### config.mk
export PLATFORM = sky130hd
export DESIGN_NAME = uart_top
export DESIGN_NICKNAME = d
export VERILOG_FILES = /design/src/rtl/uart_pkg.sv /design/src/rtl/uart_bit_timer.sv /design/src/rtl/uart_top.sv
export SDC_FILE = /design/constraint.sdc
export NUM_CORES = 1
export LEC_CHECK = 0
export ABC_AREA = 1
export BUFFER_PORTS_ARGS = -buffer_cell sky130_fd_sc_hd__buf_2
export CAP_MARGIN = 20
export CELL_PAD_IN_SITES_DETAIL_PLACEMENT = 1
export CELL_PAD_IN_SITES_GLOBAL_PLACEMENT = 1
export CORE_ASPECT_RATIO = 0.8
export CORE_UTILIZATION = 48
export DETAILED_ROUTE_END_ITERATION = 16
export PLACE_DENSITY_LB_ADDON = 0.12
export SYNTH_ARGS = -nofsm -noshare
export SYNTH_HDL_FRONTEND = slang
export SYNTH_HIERARCHICAL = 1
export SYNTH_SLANG_ARGS = --single-unit
### constraint.sdc
create_clock -name clk -period 3.4 [get_ports clk]
set_clock_uncertainty 0.05 [all_clocks]
set_input_delay 0.68 -clock clk [delete_from_list [all_inputs] [get_ports clk]]
set_output_delay 0.68 -clock clk [all_outputs]
set_load 0.005 [all_outputs]
### src/rtl/uart_pkg.sv
// Shared FSM state type, 8N1 frame constants and the bit-period helper
// used by the UART top level and its bit timer.
package uart_pkg;

  typedef enum logic [1:0] {
    IDLE  = 2'd0,
    START = 2'd1,
    DATA  = 2'd2,
    STOP  = 2'd3
  } uart_state_t;

  localparam int   DATA_BITS = 8;
  localparam logic START_BIT = 1'b0;
  localparam logic STOP_BIT  = 1'b1;

  function automatic int calcClksPerBit(input int clkFreq, input int baudRate);
    return clkFreq / baudRate;
  endfunction

endpackage

### src/rtl/uart_bit_timer.sv
// Free-running bit-period counter with an end-of-bit tick and a mid-bit tick.
// Holding i_clear keeps the count at zero, so a new bit period starts on release.
module uart_bit_timer #(
  parameter int CLKS_PER_BIT = 104
) (
  input  logic i_clk,
  input  logic i_rstN,
  input  logic i_clear,
  output logic o_tickEnd,
  output logic o_tickMid
);

  localparam int CNT_W = $clog2(CLKS_PER_BIT + 1);
  localparam logic [CNT_W-1:0] END_VAL = CNT_W'(CLKS_PER_BIT - 1);
  localparam logic [CNT_W-1:0] MID_VAL = CNT_W'(CLKS_PER_BIT / 2 - 1);

  logic [CNT_W-1:0] r_cnt;

  // Wrapping at END_VAL lets consecutive bits be timed without a reload.
  always_ff @(posedge i_clk or negedge i_rstN) begin
    if (!i_rstN) begin
      r_cnt <= '0;
    end else if (i_clear || o_tickEnd) begin
      r_cnt <= '0;
    end else begin
      r_cnt <= r_cnt + 1'b1;
    end
  end

  assign o_tickEnd = (r_cnt == END_VAL);
  assign o_tickMid = (r_cnt == MID_VAL);

endmodule

### src/rtl/uart_top.sv
// Full-duplex 8N1 UART: independent TX and RX state machines, each paced
// by its own uart_bit_timer, with a 2-flop synchroniser on the rx pin.
module uart_top
  import uart_pkg::*;
#(
  parameter int clk_freq  = 1000000,
  parameter int baud_rate = 9600
) (
  input  logic       clk,
  input  logic       rst,
  input  logic       rx,
  input  logic [7:0] dintx,
  input  logic       send,
  output logic       tx,
  output logic [7:0] doutrx,
  output logic       donetx,
  output logic       donerx
);

  localparam int CLKS_PER_BIT = calcClksPerBit(clk_freq, baud_rate);
  localparam logic [2:0] LAST_BIT = 3'(DATA_BITS - 1);

  if (CLKS_PER_BIT < 4) begin : g_cpbCheck
    $error("uart_top: clk_freq/baud_rate must give at least 4 clocks per bit");
  end

  // ---------------- Transmitter ----------------
  uart_state_t r_txState, w_txNext;
  logic [7:0]  r_txShift;
  logic [2:0]  r_txBitIdx;
  logic        w_txLoad, w_tx, w_doneTx, w_txClear;
  logic        w_txTickEnd, w_txMidUnused;

  assign w_txClear = (r_txState == IDLE);

  uart_bit_timer #(.CLKS_PER_BIT(CLKS_PER_BIT)) u_txTimer (
    .i_clk    (clk),
    .i_rstN   (rst),
    .i_clear  (w_txClear),
    .o_tickEnd(w_txTickEnd),
    .o_tickMid(w_txMidUnused)
  );

  always_ff @(posedge clk or negedge rst) begin
    if (!rst) begin
      r_txState <= IDLE;
    end else begin
      r_txState <= w_txNext;
    end
  end

  always_ff @(posedge clk or negedge rst) begin
    if (!rst) begin
      r_txShift  <= '0;
      r_txBitIdx <= '0;
    end else begin
      if (w_txLoad) begin
        r_txShift <= dintx;
      end else if (r_txState == DATA && w_txTickEnd) begin
        r_txShift <= {1'b0, r_txShift[7:1]};
      end
      if (r_txState != DATA) begin
        r_txBitIdx <= '0;
      end else if (w_txTickEnd) begin
        r_txBitIdx <= r_txBitIdx + 1'b1;
      end
    end
  end

  // A send still high at the end of STOP chains straight into the next START.
  always_comb begin
    w_txNext = r_txState;
    w_txLoad = 1'b0;
    w_tx     = STOP_BIT;
    w_doneTx = 1'b0;
    case (r_txState)
      IDLE: begin
        if (send) begin
          w_txNext = START;
          w_txLoad = 1'b1;
        end
      end
      START: begin
        w_tx = START_BIT;
        if (w_txTickEnd) w_txNext = DATA;
      end
      DATA: begin
        w_tx = r_txShift[0];
        if (w_txTickEnd && r_txBitIdx == LAST_BIT) w_txNext = STOP;
      end
      STOP: begin
        w_tx = STOP_BIT;
        if (w_txTickEnd) begin
          w_doneTx = 1'b1;
          if (send) begin
            w_txNext = START;
            w_txLoad = 1'b1;
          end else begin
            w_txNext = IDLE;
          end
        end
      end
      default: w_txNext = IDLE;
    endcase
  end

  assign tx     = w_tx;
  assign donetx = w_doneTx;

  // ---------------- Receiver ----------------
  uart_state_t r_rxState, w_rxNext;
  logic        r_rxMeta, r_rxSync;
  logic [7:0]  r_rxShift, r_doutRx;
  logic [2:0]  r_rxBitIdx;
  logic        r_doneRx;
  logic        w_rxClear, w_rxShiftEn, w_rxFrameOk;
  logic        w_rxTickEnd, w_rxTickMid;

  uart_bit_timer #(.CLKS_PER_BIT(CLKS_PER_BIT)) u_rxTimer (
    .i_clk    (clk),
    .i_rstN   (rst),
    .i_clear  (w_rxClear),
    .o_tickEnd(w_rxTickEnd),
    .o_tickMid(w_rxTickMid)
  );

  always_ff @(posedge clk or negedge rst) begin
    if (!rst) begin
      r_rxMeta  <= 1'b1;
      r_rxSync  <= 1'b1;
      r_rxState <= IDLE;
    end else begin
      r_rxMeta  <= rx;
      r_rxSync  <= r_rxMeta;
      r_rxState <= w_rxNext;
    end
  end

  always_ff @(posedge clk or negedge rst) begin
    if (!rst) begin
      r_rxShift  <= '0;
      r_rxBitIdx <= '0;
      r_doutRx   <= '0;
      r_doneRx   <= 1'b0;
    end else begin
      r_doneRx <= w_rxFrameOk;
      if (w_rxShiftEn) r_rxShift <= {r_rxSync, r_rxShift[7:1]};
      if (r_rxState != DATA) begin
        r_rxBitIdx <= '0;
      end else if (w_rxShiftEn) begin
        r_rxBitIdx <= r_rxBitIdx + 1'b1;
      end
      if (w_rxFrameOk) r_doutRx <= r_rxShift;
    end
  end

  // Re-centring the timer at mid start bit makes every later end tick a bit centre.
  always_comb begin
    w_rxNext    = r_rxState;
    w_rxClear   = 1'b0;
    w_rxShiftEn = 1'b0;
    w_rxFrameOk = 1'b0;
    case (r_rxState)
      IDLE: begin
        w_rxClear = 1'b1;
        if (r_rxSync == START_BIT) w_rxNext = START;
      end
      START: begin
        if (w_rxTickMid) begin
          w_rxClear = 1'b1;
          w_rxNext  = (r_rxSync == START_BIT) ? DATA : IDLE;
        end
      end
      DATA: begin
        if (w_rxTickEnd) begin
          w_rxShiftEn = 1'b1;
          if (r_rxBitIdx == LAST_BIT) w_rxNext = STOP;
        end
      end
      STOP: begin
        if (w_rxTickEnd) begin
          w_rxNext    = IDLE;
          w_rxFrameOk = (r_rxSync == STOP_BIT);
        end
      end
      default: w_rxNext = IDLE;
    endcase
  end

  assign doutrx = r_doutRx;
  assign donerx = r_doneRx;

endmodule

==> Yosys cells after proc, flatten, opt, wreduce, memory -nomap -nowiden <==
Cells that the tools add are included.
Widths: inputs -> output; s select.
{ "op_classes": {"addsub": 4, "eq_ne": 22, "muxes": 33, "reduce_logical": 11} }
{ "op_table": {"columns": ["operator", "n"], "rows": [
  ["$mux 2", 10],
  ["$mux 8", 2],
  ["$pmux 2 s4", 2],
  ["$add 7x1->7 const B", 2],
  ["$eq 7x7->1 const B", 2],
  ["$mux 7", 2],
  ["$mux 3", 4],
  ["$ne 2x1->1 const B", 6],
  ["$mux 1", 10],
  ["$ne 2x2->1 const B", 5],
  ["$eq 2x2->1 const B", 4],
  ["$eq 7x6->1 const B", 1],
  ["$add 3x1->3 const B", 2],
  ["$eq 3x3->1 const B", 2],
  ["$pmux 1 s2", 3],
  ["$reduce_bool 2->1", 3],
  ["$reduce_and 5->1", 1],
  ["$eq 2x1->1 const B", 2],
  ["$logic_not 2->1", 2],
  ["$reduce_and 4->1", 1],
  ["$logic_and 1x1->1", 2],
  ["$logic_or 1x1->1", 2]
]} }
{ "word_totals": {"reg_bits": 51, "word_cells": 82} }

==> Logic depth before layout (Yosys ltp) <==
{ "depth": {"word_depth": 5, "mapped_depth": 12, "ltp_nobuf": 12} }

==> Hierarchy <==
The synthesis kept the hierarchy.
{ "by_module_without_submodules": {"columns": ["module", "n_inst", "cells_per_inst", "area_per_inst_um2", "seq_area_each_um2"], "rows": [
  ["uart_top", 1, 197, 1776.7, 928.4],
  ["uart_bit_timer", 2, 49, 366.6, 175.2]
]} }

==> Worst setup path before layout <==
OpenSTA, ideal clock, no wires.
{ "synth_timing": {"path_kind": "flip-flop to output port", "from": "reg u_txTimer.r_cnt[0]", "to": "out donetx", "arrival_ns": 1.058, "t_required_ns": 2.670, "slack_ns": 1.612, "path_stages_with_launch": 8, "path_cell_list": "dfrtp_1 ha_1 nand2_1 nor2_1 nand2_1 inv_1 nand2_1 inv_1"} }
{ "synth_between": {"elab_chain_cells": 3} }
{ "synth_lines": {"columns": ["element", "line_no", "source"], "rows": [
  ["start, declared", "uart_bit_timer.sv:17", "logic [CNT_W-1:0] r_cnt;"],
  ["start signal, assigned", "uart_bit_timer.sv:26", "r_cnt <= r_cnt + 1'b1;"],
  ["$eq 7x7->1", "uart_bit_timer.sv:30", "assign o_tickEnd = (r_cnt == END_VAL);"],
  ["named net w_txTickEnd", "uart_top.sv:32", "logic w_txTickEnd, w_txMidUnused;"],
  ["$mux 1", "uart_top.sv:93", "if (w_txTickEnd) begin"],
  ["$mux 1", "uart_top.sv:76", "case (r_txState)"],
  ["end, declared", "uart_top.sv:16", "output logic donetx,"]
]} }
The timed path passes the listed nets, and every way through them passes these cells.

==> Worst setup path after layout <==
Ends and elaborated chain as after synthesis.

==> impl_metrics.tcl <==
set metrics [dict create \
    status "complete, no violations" \
    cp_slowest_cell "dfrtp_1" \
    hold_class "in2async" \
    htree_levels 2 \
    timing.final.crit_share_pct 69.4 \
    num_vias 1982 \
    num-nets-final 341 \
    cts_tree "built" \
    regToRegSetupSlack_ns 1.24 \
    power.density_nw_per_um2 539 \
    max_stage_delay_ns 0.40 \
    reg2regPathDepth 8 \
    areaGrowthSynthToFinish_pct 9.56 \
    postCtsResizedCells 0 \
    crit_path_frequent_cell "nand2_1" \
    peakVddDrop_v 0.000364 \
    rows 23 \
    io_buffers 22 \
    timing.rr.start "u_rxTimer/r_cnt[0]" \
    wl_per_cell_um 13.9 \
    cts_setup_buffers 0 \
    hold_violations 0 \
    path_max_fanout 4 \
    finalSetupTns_ns 0 \
    die_w_um 82.7 \
    r2r-end "doutrx[5]" \
    path_class "reg2out" \
    dp_cells 373 \
    worst_skew_pair.late_latency_ns 0.31 \
    crit_path_start_kind "flop" \
    grt_setup_unrepaired "false" \
    syn_avg_cell_area_um2 8.53 \
    ys_warn_count 6 \
    drc 0 \
    grt_antenna_before_repair 0 \
    relSlewSlack_pct 58.8 \
    slew_violations 0 \
    cts.sinks 51 \
    hpwl_um 3940 \
    max_freq_ghz 0.424 \
    end_kind "output port" \
    drtIter0Drc 83 \
    grt_pass1_vias 1945 \
    setup_viol 0 \
    clkTransAtPathRegs_ns 0.09 \
    max_cap_viol_count 0 \
    initial_core_util_pct 49.9 \
    wirelength_um 5300 \
    numCtsBuffers 5 \
    path_cells "ha_1 > nand2_1 > nor2_1 > nand2_1 > inv_1 > nand2_1 > inv_1 > buf_2" \
    drive_gt1_share_pct 14.4 \
    firstDrtPassIters 4 \
    vias_per_cell 5.20 \
    dieArea_um2 5500 \
    cts_buffer_depth 2 \
    drtAntennaViolNets 0 \
    gp_congestion 0.781 \
    syn_inst 293 \
    worstMarginPinSlew_ns 0.616 \
    fin_cells 381 \
    syn-num-nets 316 \
    fp.dieH_um 66.6 \
    ios 23 \
    diodes 0 \
    grt_overflow_total 0 \
    leakage_nw 1.47 \
    cp.arrival_ns 1.63 \
    netlist_area_um2 2500 \
    track_usage_pct 21.9 \
    fill_cells 631 \
    grt_max_degree 35 \
    grt_pass1_wl_um 8800 \
    cts_hold_buf 0 \
    critPathRequiredTime_ns 2.67 \
    root_buffer "clkbuf_8" \
    period_needed_ns 2.36 \
    core_um2 5010 \
]
==> layout by cell type, fill, tap and decap left out, drive strengths merged <==
cell	instances
nand2	62
nand3	54
dfrtp	49
inv	39
nor2	36
buf	23
o21ai	13
a21oi	12
ha	11
clkbuf	5
o21bai	4
clkinv	3
dfstp	2
xor2	2
nor3	2
nand4	1
clkinvlp	1
==> flip-flops by register name, summed over array words and instances (netlist names), named ones only <==
register,count
r_rxState,1
r_rxSync,1
r_txState,2
donerx,1
u_txTimer/r_cnt,7
r_rxShift,8
r_rxMeta,1
r_rxBitIdx,3
doutrx,8
r_txBitIdx,3
u_rxTimer/r_cnt,7
r_txShift,8
==> power by group <==
part | switching, mW | total (mW) | leakage, nW | internal (mW)
clock | 0.215 | 0.363 | 0.0443 | 0.147
sequential | 0.0596 | 0.743 | 0.673 | 0.683
combinational | 0.242 | 0.370 | 0.755 | 0.128
==> how the worst max path moves through the flow <==
| stage | startpoint | endpoint | slack [ns] | depth (start not counted) |
|---|---|---|---|---|
| after CTS | u_txTimer/r_cnt[0] | donetx | 1.03 | 8 |
| after floorplan | u_txTimer/r_cnt[0] | donetx | 1.63 | 7 |
| final | u_txTimer/r_cnt[0] | donetx | 1.04 | 8 |
| after global routing | u_txTimer/r_cnt[0] | donetx | 0.88 | 8 |
| after global placement | u_rxTimer/r_cnt[0] | doutrx[0] | 1.42 | 8 |
| after detailed placement | u_rxTimer/r_cnt[0] | doutrx[0] | 1.26 | 8 |
==> metal layers <==
metal / up-vias / wire, um / track usage, %
met5: - / 0 / 0
met4: 0 / 101 / 10.6
met3: 8 / 129 / 4.66
met2: 31 / 2400 / 34.1
met1: 958 / 2670 / 28.8
li1: 985 / - / -
==> area by class of cell <==
cell class / count / area (um^2) / area share [%]
clock buffer: 5 / 68.8 / 2.51
clock inverter: 3 / 25.0 / 0.914
inverter: 40 / 150 / 5.48
multi-input combinational: 197 / 1020 / 37.3
sequential: 51 / 1280 / 46.7
tap: 62 / 77.6 / 2.83
timing repair buffer: 23 / 118 / 4.29
==> metrics by stage <==
| step | worst slack [ns] | hold WS, ns | cell area, um^2 | power (mW) | utilization, % |
|---|---|---|---|---|---|
| 2_1_floorplan | 1.63 | 0.295 | 2500 | 1.02 | - |
| 3_3_place_gp | 1.42 | 0.296 | 2650 | 1.11 | 52.8 |
| 3_5_place_dp | 1.26 | 0.297 | 2650 | 1.13 | 52.8 |
| 4_1_cts | 1.03 | 0.238 | 2740 | 1.50 | 54.7 |
| 5_1_grt | 0.877 | 0.258 | 2740 | 1.58 | 54.7 |
| 6_report | 1.04 | 0.233 | 2740 | 1.48 | 54.7 |
==> worst max-delay path, delay by kind of cell (launching register included) <==
kind	cells	cell delay, ns
AND/OR/NAND/NOR	4	0.38
adder cells (fa/ha/maj)	1	0.22
buffers and inverters	3	0.32
flip-flops	1	0.40
(Power assumes the default switching activity.)
